File: src/rtl/bomb_pkg.sv
// Shared definitions for the bomb puzzle: button encoding used by the random
// source, the button encoder and the challenge controller.
package bomb_pkg;

    localparam int NUM_BUTTONS = 12;

    typedef logic [3:0] btn_code_t;

    localparam btn_code_t BTN_UP1    = 4'd0;
    localparam btn_code_t BTN_DOWN1  = 4'd1;
    localparam btn_code_t BTN_RIGHT1 = 4'd2;
    localparam btn_code_t BTN_LEFT1  = 4'd3;
    localparam btn_code_t BTN_A1     = 4'd4;
    localparam btn_code_t BTN_B1     = 4'd5;
    localparam btn_code_t BTN_UP2    = 4'd6;
    localparam btn_code_t BTN_DOWN2  = 4'd7;
    localparam btn_code_t BTN_RIGHT2 = 4'd8;
    localparam btn_code_t BTN_LEFT2  = 4'd9;
    localparam btn_code_t BTN_A2     = 4'd10;
    localparam btn_code_t BTN_B2     = 4'd11;

    // Codes 12..15 from the random source have no button and must be skipped.
    function automatic logic is_button_code(input btn_code_t c);
        return c < btn_code_t'(NUM_BUTTONS);
    endfunction

endpackage

File: src/rtl/challenge_timer.sv
// Loadable down-counter: clear reloads CYCLES-1, en counts down, expired marks
// the last cycle of a CYCLES-long interval.
module challenge_timer #(
    parameter int CYCLES = 1
) (
    input  logic clk,
    input  logic rst,
    input  logic clear,
    input  logic en,
    output logic expired
);

    localparam int W = (CYCLES > 1) ? $clog2(CYCLES) : 1;
    localparam logic [W-1:0] LOAD = W'(CYCLES - 1);

    logic [W-1:0] cnt;

    always_ff @(posedge clk) begin
        if (rst || clear)
            cnt <= LOAD;
        else if (en && cnt != '0)
            cnt <= cnt - 1'b1;
    end

    assign expired = (cnt == '0);

endmodule

File: src/rtl/button_challenge_ctrl.sv
// Button-prompt challenge sequencer: captures a random challenge, shows it one
// prompt at a time, then checks the player's presses with a per-press timeout.
module button_challenge_ctrl
    import bomb_pkg::*;
#(
    parameter int SEQ_LEN        = 8,
    parameter int SHOW_CYCLES    = 25_000_000,
    parameter int TIMEOUT_CYCLES = 250_000_000
) (
    input  logic       clk,
    input  logic       rst,
    input  logic       start,
    input  logic [3:0] rand_code,
    input  logic       btn_valid,
    input  logic [3:0] btn_code,
    output logic       busy,
    output logic       prompt_valid,
    output logic [3:0] prompt_code,
    output logic [3:0] progress,
    output logic       pass,
    output logic       fail
);

    localparam int IW = (SEQ_LEN > 1) ? $clog2(SEQ_LEN) : 1;
    localparam logic [IW-1:0] LAST = IW'(SEQ_LEN - 1);

    typedef enum logic [2:0] {IDLE, GEN, SHOW, WAIT, DONE} state_t;

    state_t        state, state_n;
    logic [3:0]    chal_buf [SEQ_LEN];
    logic [IW-1:0] wr_idx, wr_idx_n;
    logic [IW-1:0] rd_idx, rd_idx_n;
    logic [3:0]    progress_n;
    logic          result_pass, result_n;
    logic          wr_en;
    logic          show_clr, show_en, show_exp;
    logic          tmo_clr, tmo_en, tmo_exp;
    logic [3:0]    cur_code;

    assign cur_code = chal_buf[rd_idx];

    challenge_timer #(.CYCLES(SHOW_CYCLES)) u_show_timer (
        .clk     (clk),
        .rst     (rst),
        .clear   (show_clr),
        .en      (show_en),
        .expired (show_exp)
    );

    challenge_timer #(.CYCLES(TIMEOUT_CYCLES)) u_press_timer (
        .clk     (clk),
        .rst     (rst),
        .clear   (tmo_clr),
        .en      (tmo_en),
        .expired (tmo_exp)
    );

    always_ff @(posedge clk) begin
        if (rst) begin
            state       <= IDLE;
            wr_idx      <= '0;
            rd_idx      <= '0;
            progress    <= '0;
            result_pass <= 1'b0;
        end else begin
            state       <= state_n;
            wr_idx      <= wr_idx_n;
            rd_idx      <= rd_idx_n;
            progress    <= progress_n;
            result_pass <= result_n;
        end
    end

    // Buffer contents are don't-care after reset, so no reset here.
    always_ff @(posedge clk) begin
        if (wr_en)
            chal_buf[wr_idx] <= rand_code;
    end

    always_comb begin
        state_n    = state;
        wr_idx_n   = wr_idx;
        rd_idx_n   = rd_idx;
        progress_n = progress;
        result_n   = result_pass;
        wr_en      = 1'b0;
        show_clr   = 1'b0;
        show_en    = 1'b0;
        tmo_clr    = 1'b0;
        tmo_en     = 1'b0;
        unique case (state)
            IDLE: begin
                // progress survives in IDLE so the display can keep showing it.
                if (start) begin
                    state_n    = GEN;
                    wr_idx_n   = '0;
                    rd_idx_n   = '0;
                    progress_n = '0;
                    tmo_clr    = 1'b1;
                end
            end
            GEN: begin
                if (is_button_code(rand_code)) begin
                    wr_en = 1'b1;
                    if (wr_idx == LAST) begin
                        state_n  = SHOW;
                        rd_idx_n = '0;
                        show_clr = 1'b1;
                    end else begin
                        wr_idx_n = wr_idx + 1'b1;
                    end
                end
            end
            SHOW: begin
                if (show_exp) begin
                    if (rd_idx == LAST) begin
                        state_n  = WAIT;
                        rd_idx_n = '0;
                        tmo_clr  = 1'b1;
                    end else begin
                        rd_idx_n = rd_idx + 1'b1;
                        show_clr = 1'b1;
                    end
                end else begin
                    show_en = 1'b1;
                end
            end
            WAIT: begin
                // A press wins over a timeout expiring in the same cycle.
                if (btn_valid) begin
                    if (btn_code == cur_code) begin
                        progress_n = progress + 4'd1;
                        tmo_clr    = 1'b1;
                        if (rd_idx == LAST) begin
                            state_n  = DONE;
                            result_n = 1'b1;
                        end else begin
                            rd_idx_n = rd_idx + 1'b1;
                        end
                    end else begin
                        state_n  = DONE;
                        result_n = 1'b0;
                    end
                end else if (tmo_exp) begin
                    state_n  = DONE;
                    result_n = 1'b0;
                end else begin
                    tmo_en = 1'b1;
                end
            end
            DONE: state_n = IDLE;
            default: state_n = IDLE;
        endcase
    end

    assign busy         = (state != IDLE);
    assign prompt_valid = (state == SHOW);
    assign prompt_code  = prompt_valid ? cur_code : 4'd0;
    assign pass         = (state == DONE) &&  result_pass;
    assign fail         = (state == DONE) && !result_pass;

endmodule
File: config.mk
export PLATFORM = sky130hd
export DESIGN_NAME = button_challenge_ctrl
export DESIGN_NICKNAME = d
export VERILOG_FILES = /design/src/rtl/bomb_pkg.sv /design/src/rtl/challenge_timer.sv /design/src/rtl/button_challenge_ctrl.sv
export SDC_FILE = /design/constraint.sdc
export NUM_CORES = 1
export LEC_CHECK = 0
export BUFFER_PORTS_ARGS = -buffer_cell sky130_fd_sc_hd__buf_4
export CAP_MARGIN = 40
export CORE_MARGIN = 3
export CORE_UTILIZATION = 65
export CTS_CLUSTER_SIZE = 20
export DETAILED_ROUTE_END_ITERATION = 10
export PLACE_DENSITY_LB_ADDON = 0.3
export SYNTH_ARGS = -nofsm -noshare
export SYNTH_HDL_FRONTEND = slang
export SYNTH_SLANG_ARGS = --single-unit
File: constraint.sdc
create_clock -name clk -period 7.6 [get_ports clk]
set_clock_uncertainty 0.1 [all_clocks]
set_input_delay 0.38 -clock clk [delete_from_list [all_inputs] [get_ports clk]]
set_output_delay 0.38 -clock clk [all_outputs]
set_load 0.005 [all_outputs]
==> run_results.csv <==
group,metric,value,unit
run_status,status,"complete, no violations",
drt,drt_iter0_drc,223,
layout,most_common_library_cell_in_the_layout_ignoring_fill_and_taps,"sky130_fd_sc_hd__dfxtp_1",
yosys,synth.avg_cell_area,10.1,um2
yosys,yosys_most_used_dff,"sky130_fd_sc_hd__dfxtp_1",
yosys,synth_top_area_cell,"sky130_fd_sc_hd__dfxtp_1",
yosys,synth_seq_area_share,51.1,%
yosys,mappedNetlistArea,4620,um2
yosys,synth_simple_gate_area_share,24.1,%
global_routing,antenna_found_initial,0,
timing,report.final.slew_viol_count,0,
yosys,combinational_family_with_the_most_area_after_synthesis,"simple AND/OR/NAND/NOR gates",
drt,route.layer.met1.wl,3950,um
die,num_io_pins,24,
drt,drt_first_pass_iters,7,
worst_setup_path,critPathKind,"reg -> reg",
drt,highest-signal-layer,"met4",
timing,fmax,284,MHz
layout,final_layout_net_count,502,
clock_tree,tritoncts_clock_tree,"done",
yosys,synth_top_cell_area_share,30.3,%
clock_tree,cts_max_level,3,
yosys,post_synth_xor_area_fraction,8.53,%
pwr,ir_drop_worst_vdd,116,uV
pwr,power_density,195,nW/um2
layout,layout_common_cells,"70 x sky130_fd_sc_hd__dfxtp_1, 59 x sky130_fd_sc_hd__nor2_1, 57 x sky130_fd_sc_hd__nand2_1, 32 x sky130_fd_sc_hd__edfxtp_1, 25 x sky130_fd_sc_hd__xnor2_1",
clock_tree,clkLatencyLatePin,0.37,ns
worst_setup_path,critical_path_required,7.76,ns
drt,wl_per_cell,15.5,um
yosys,yosys.area_share.adder,2.44,%
drt,ant_nets,0,
worst_setup_path,ff2ff_setup_slack,4.08,ns
placement,port-buffer-count,23,
placement,globalplace.congestion,0.797,
clock_tree,ctsHoldBuffers,0,
yosys,syn-num-nets,481,
die,die_area,8160,um2
timing,timing.final.crit_share,46.3,%
layout,count_of_fill_cells_added_during_filler_insertion,488,
job,drv.max_cap_violation_count,0,
timing,tns,0,ns
layout,final_layout_size_suffix_gt1_share,10.7,%
clock_tree,clock_tree.buffer_depth,2,
die,core-area,6830,um2
drt,detailed_route_via_count,3396,
timing,setup_viol,0,
placement,placed_cell_area,4860,um2
hold_path,hold_path_class,"in -> reg",
yosys,synth.mux.area_fraction,5.14,%
drt,routed_wirelength,9030,um
timing,max-slew-margin-rel,46.8,%
die,row_count,30,
global_routing,vias_in_the_first_global_route,3327,
pwr,power_leakage,1.75,nW
layout,final_cell_area,5080,um2
worst_setup_path,arrival,3.68,ns
yosys,complex_gate_fraction_of_the_synthesized_area,6.63,%
yosys,netlist_top_cells_area,"sky130_fd_sc_hd__dfxtp_1 30%, sky130_fd_sc_hd__edfxtp_1 21%, sky130_fd_sc_hd__nor2_1 4.8%",
yosys,post_synth_inst_count,460,
clock_tree,clkSinkCount,102,
placement,detailed_place_hpwl,6460,um
drt,met2RoutedLength,4480,um
yosys,synth_seq_cells,102,
yosys,yosys_warnings,0,
global_routing,groute.usage.overall,23.5,%
layout,area_growth,9.85,%
drt,route.met3.wl,477,um
clock_tree,post_cts.resized_instances,0,
die,die_height,90.3,um
yosys,synth.distinct_cells,56,
worst_setup_path,critical_path_peak_fanout,14,
global_routing,grt_pass1_wl,15500,um
timing,hold_viol,0,
die,die_x,90.3,um
clock_tree,post_cts_buffers,0,
timing,post-route-min-period,3.52,ns
die,initial_utilization,67.7,%
timing,tightestPinTransition,0.797,ns
clock_tree,clk_root_buffer_cell,"sky130_fd_sc_hd__clkbuf_8",
drt,drc,0,
yosys,async_reset_ff_share,0,%
clock_tree,cts_buffers,9,
timing,grt_setup_unrepaired,"no",
global_routing,overflow,0,
worst_setup_path,setup.worst_path.start_class,"register",
drt,vias_per_cell,5.84,
layout,antenna_cells,0,
clock_tree,worst_setup_hold_path_clk_slew,0.09,ns
global_routing,grt_max_degree,20,
worst_setup_path,critical_path_sink_type,"register",
yosys,number_of_enable_type_register_cells_in_the_synthesized_netlist,32,
==> cells by family after synthesis <==
logic type / count (synthesis)
DFF: 102
muxes: 21
AOI/OAI and AO/OA: 40
buffers and inverters: 22
and+or+nand+nor: 221
xor gates and xnor gates: 45
adders and majority gates: 9
==> sequential cells by signal, summed over array words and instances, names as in the netlist, named ones only <==
signal and flops:
chal_buf 32, progress 4, rd_idx 3, result_pass 1, state 3, u_press_timer.cnt 28
u_show_timer.cnt 25, wr_idx 3
==> path summary, 6_finish.rpt <==
path,start,endpoint,depth (start not counted)
max,register,rd_idx[0],7
min,rand_code[1],chal_buf[7][1],1
max reg2reg,register,rd_idx[0],7
min reg2reg,u_press_timer.cnt[18],u_press_timer.cnt[18],2
==> power by group <==
group          switching [W]  internal, W
logic              0.0000322    0.0000198
registers         0.00000533     0.000565
clock network       0.000183     0.000186
==> area by class of cell <==
class / count / area, um2 / share of cell area [%]
repair buffers: 24 / 180 / 3.55
multi-input cells: 336 / 2160 / 42.6
well taps: 96 / 120 / 2.37
flip-flops and latches: 102 / 2360 / 46.5
inverters: 8 / 30.0 / 0.591
clock inverters: 7 / 97.6 / 1.92
clock buffers: 9 / 124 / 2.44
==> through the flow <==
stage          setup slack [ns]  hold WS, ns  util [%]  total power [W]  instances
2_1_floorplan              4.73        0.329         -         0.000616        460
3_3_place_gp               4.24        0.347      71.1         0.000632        566
3_5_place_dp               4.10        0.350      71.1         0.000634        566
4_1_cts                    4.07        0.128      74.3         0.000998        582
5_1_grt                    3.86        0.138      74.3          0.00102        582
6_report                   4.08        0.140      74.3         0.000991        582
==> Yosys cell counts, types with 9 or more instances <==
master / n
sky130_fd_sc_hd__nor4_1: 14
sky130_fd_sc_hd__nor3_1: 17
sky130_fd_sc_hd__mux2i_1: 17
sky130_fd_sc_hd__dfxtp_1: 70
sky130_fd_sc_hd__xnor2_1: 25
sky130_fd_sc_hd__nor2_1: 59
sky130_fd_sc_hd__or3_1: 10
sky130_fd_sc_hd__ha_1: 9
sky130_fd_sc_hd__edfxtp_1: 32
sky130_fd_sc_hd__nand2_1: 57
sky130_fd_sc_hd__clkbuf_1: 10
sky130_fd_sc_hd__xor2_1: 20
sky130_fd_sc_hd__nand3_1: 16
==> metal layers <==
metal / vias up / track usage (%)
li1: 1681 / -
met1: 1632 / 29.3
met2: 71 / 40.6
met3: 12 / 5.92
met4: 0 / 6.51
met5: - / 0
==> critical path: stages, from the launching register on <==
cell and delay (ns):
sky130_fd_sc_hd__dfxtp_1 0.85, sky130_fd_sc_hd__mux4_2 0.60, sky130_fd_sc_hd__mux2i_1 0.26, sky130_fd_sc_hd__xor2_1 0.17, sky130_fd_sc_hd__and4b_1 0.29, sky130_fd_sc_hd__nand4b_1 0.14
sky130_fd_sc_hd__a2111oi_2 0.59, sky130_fd_sc_hd__mux2_2 0.41
(Power assumes the default switching activity.)
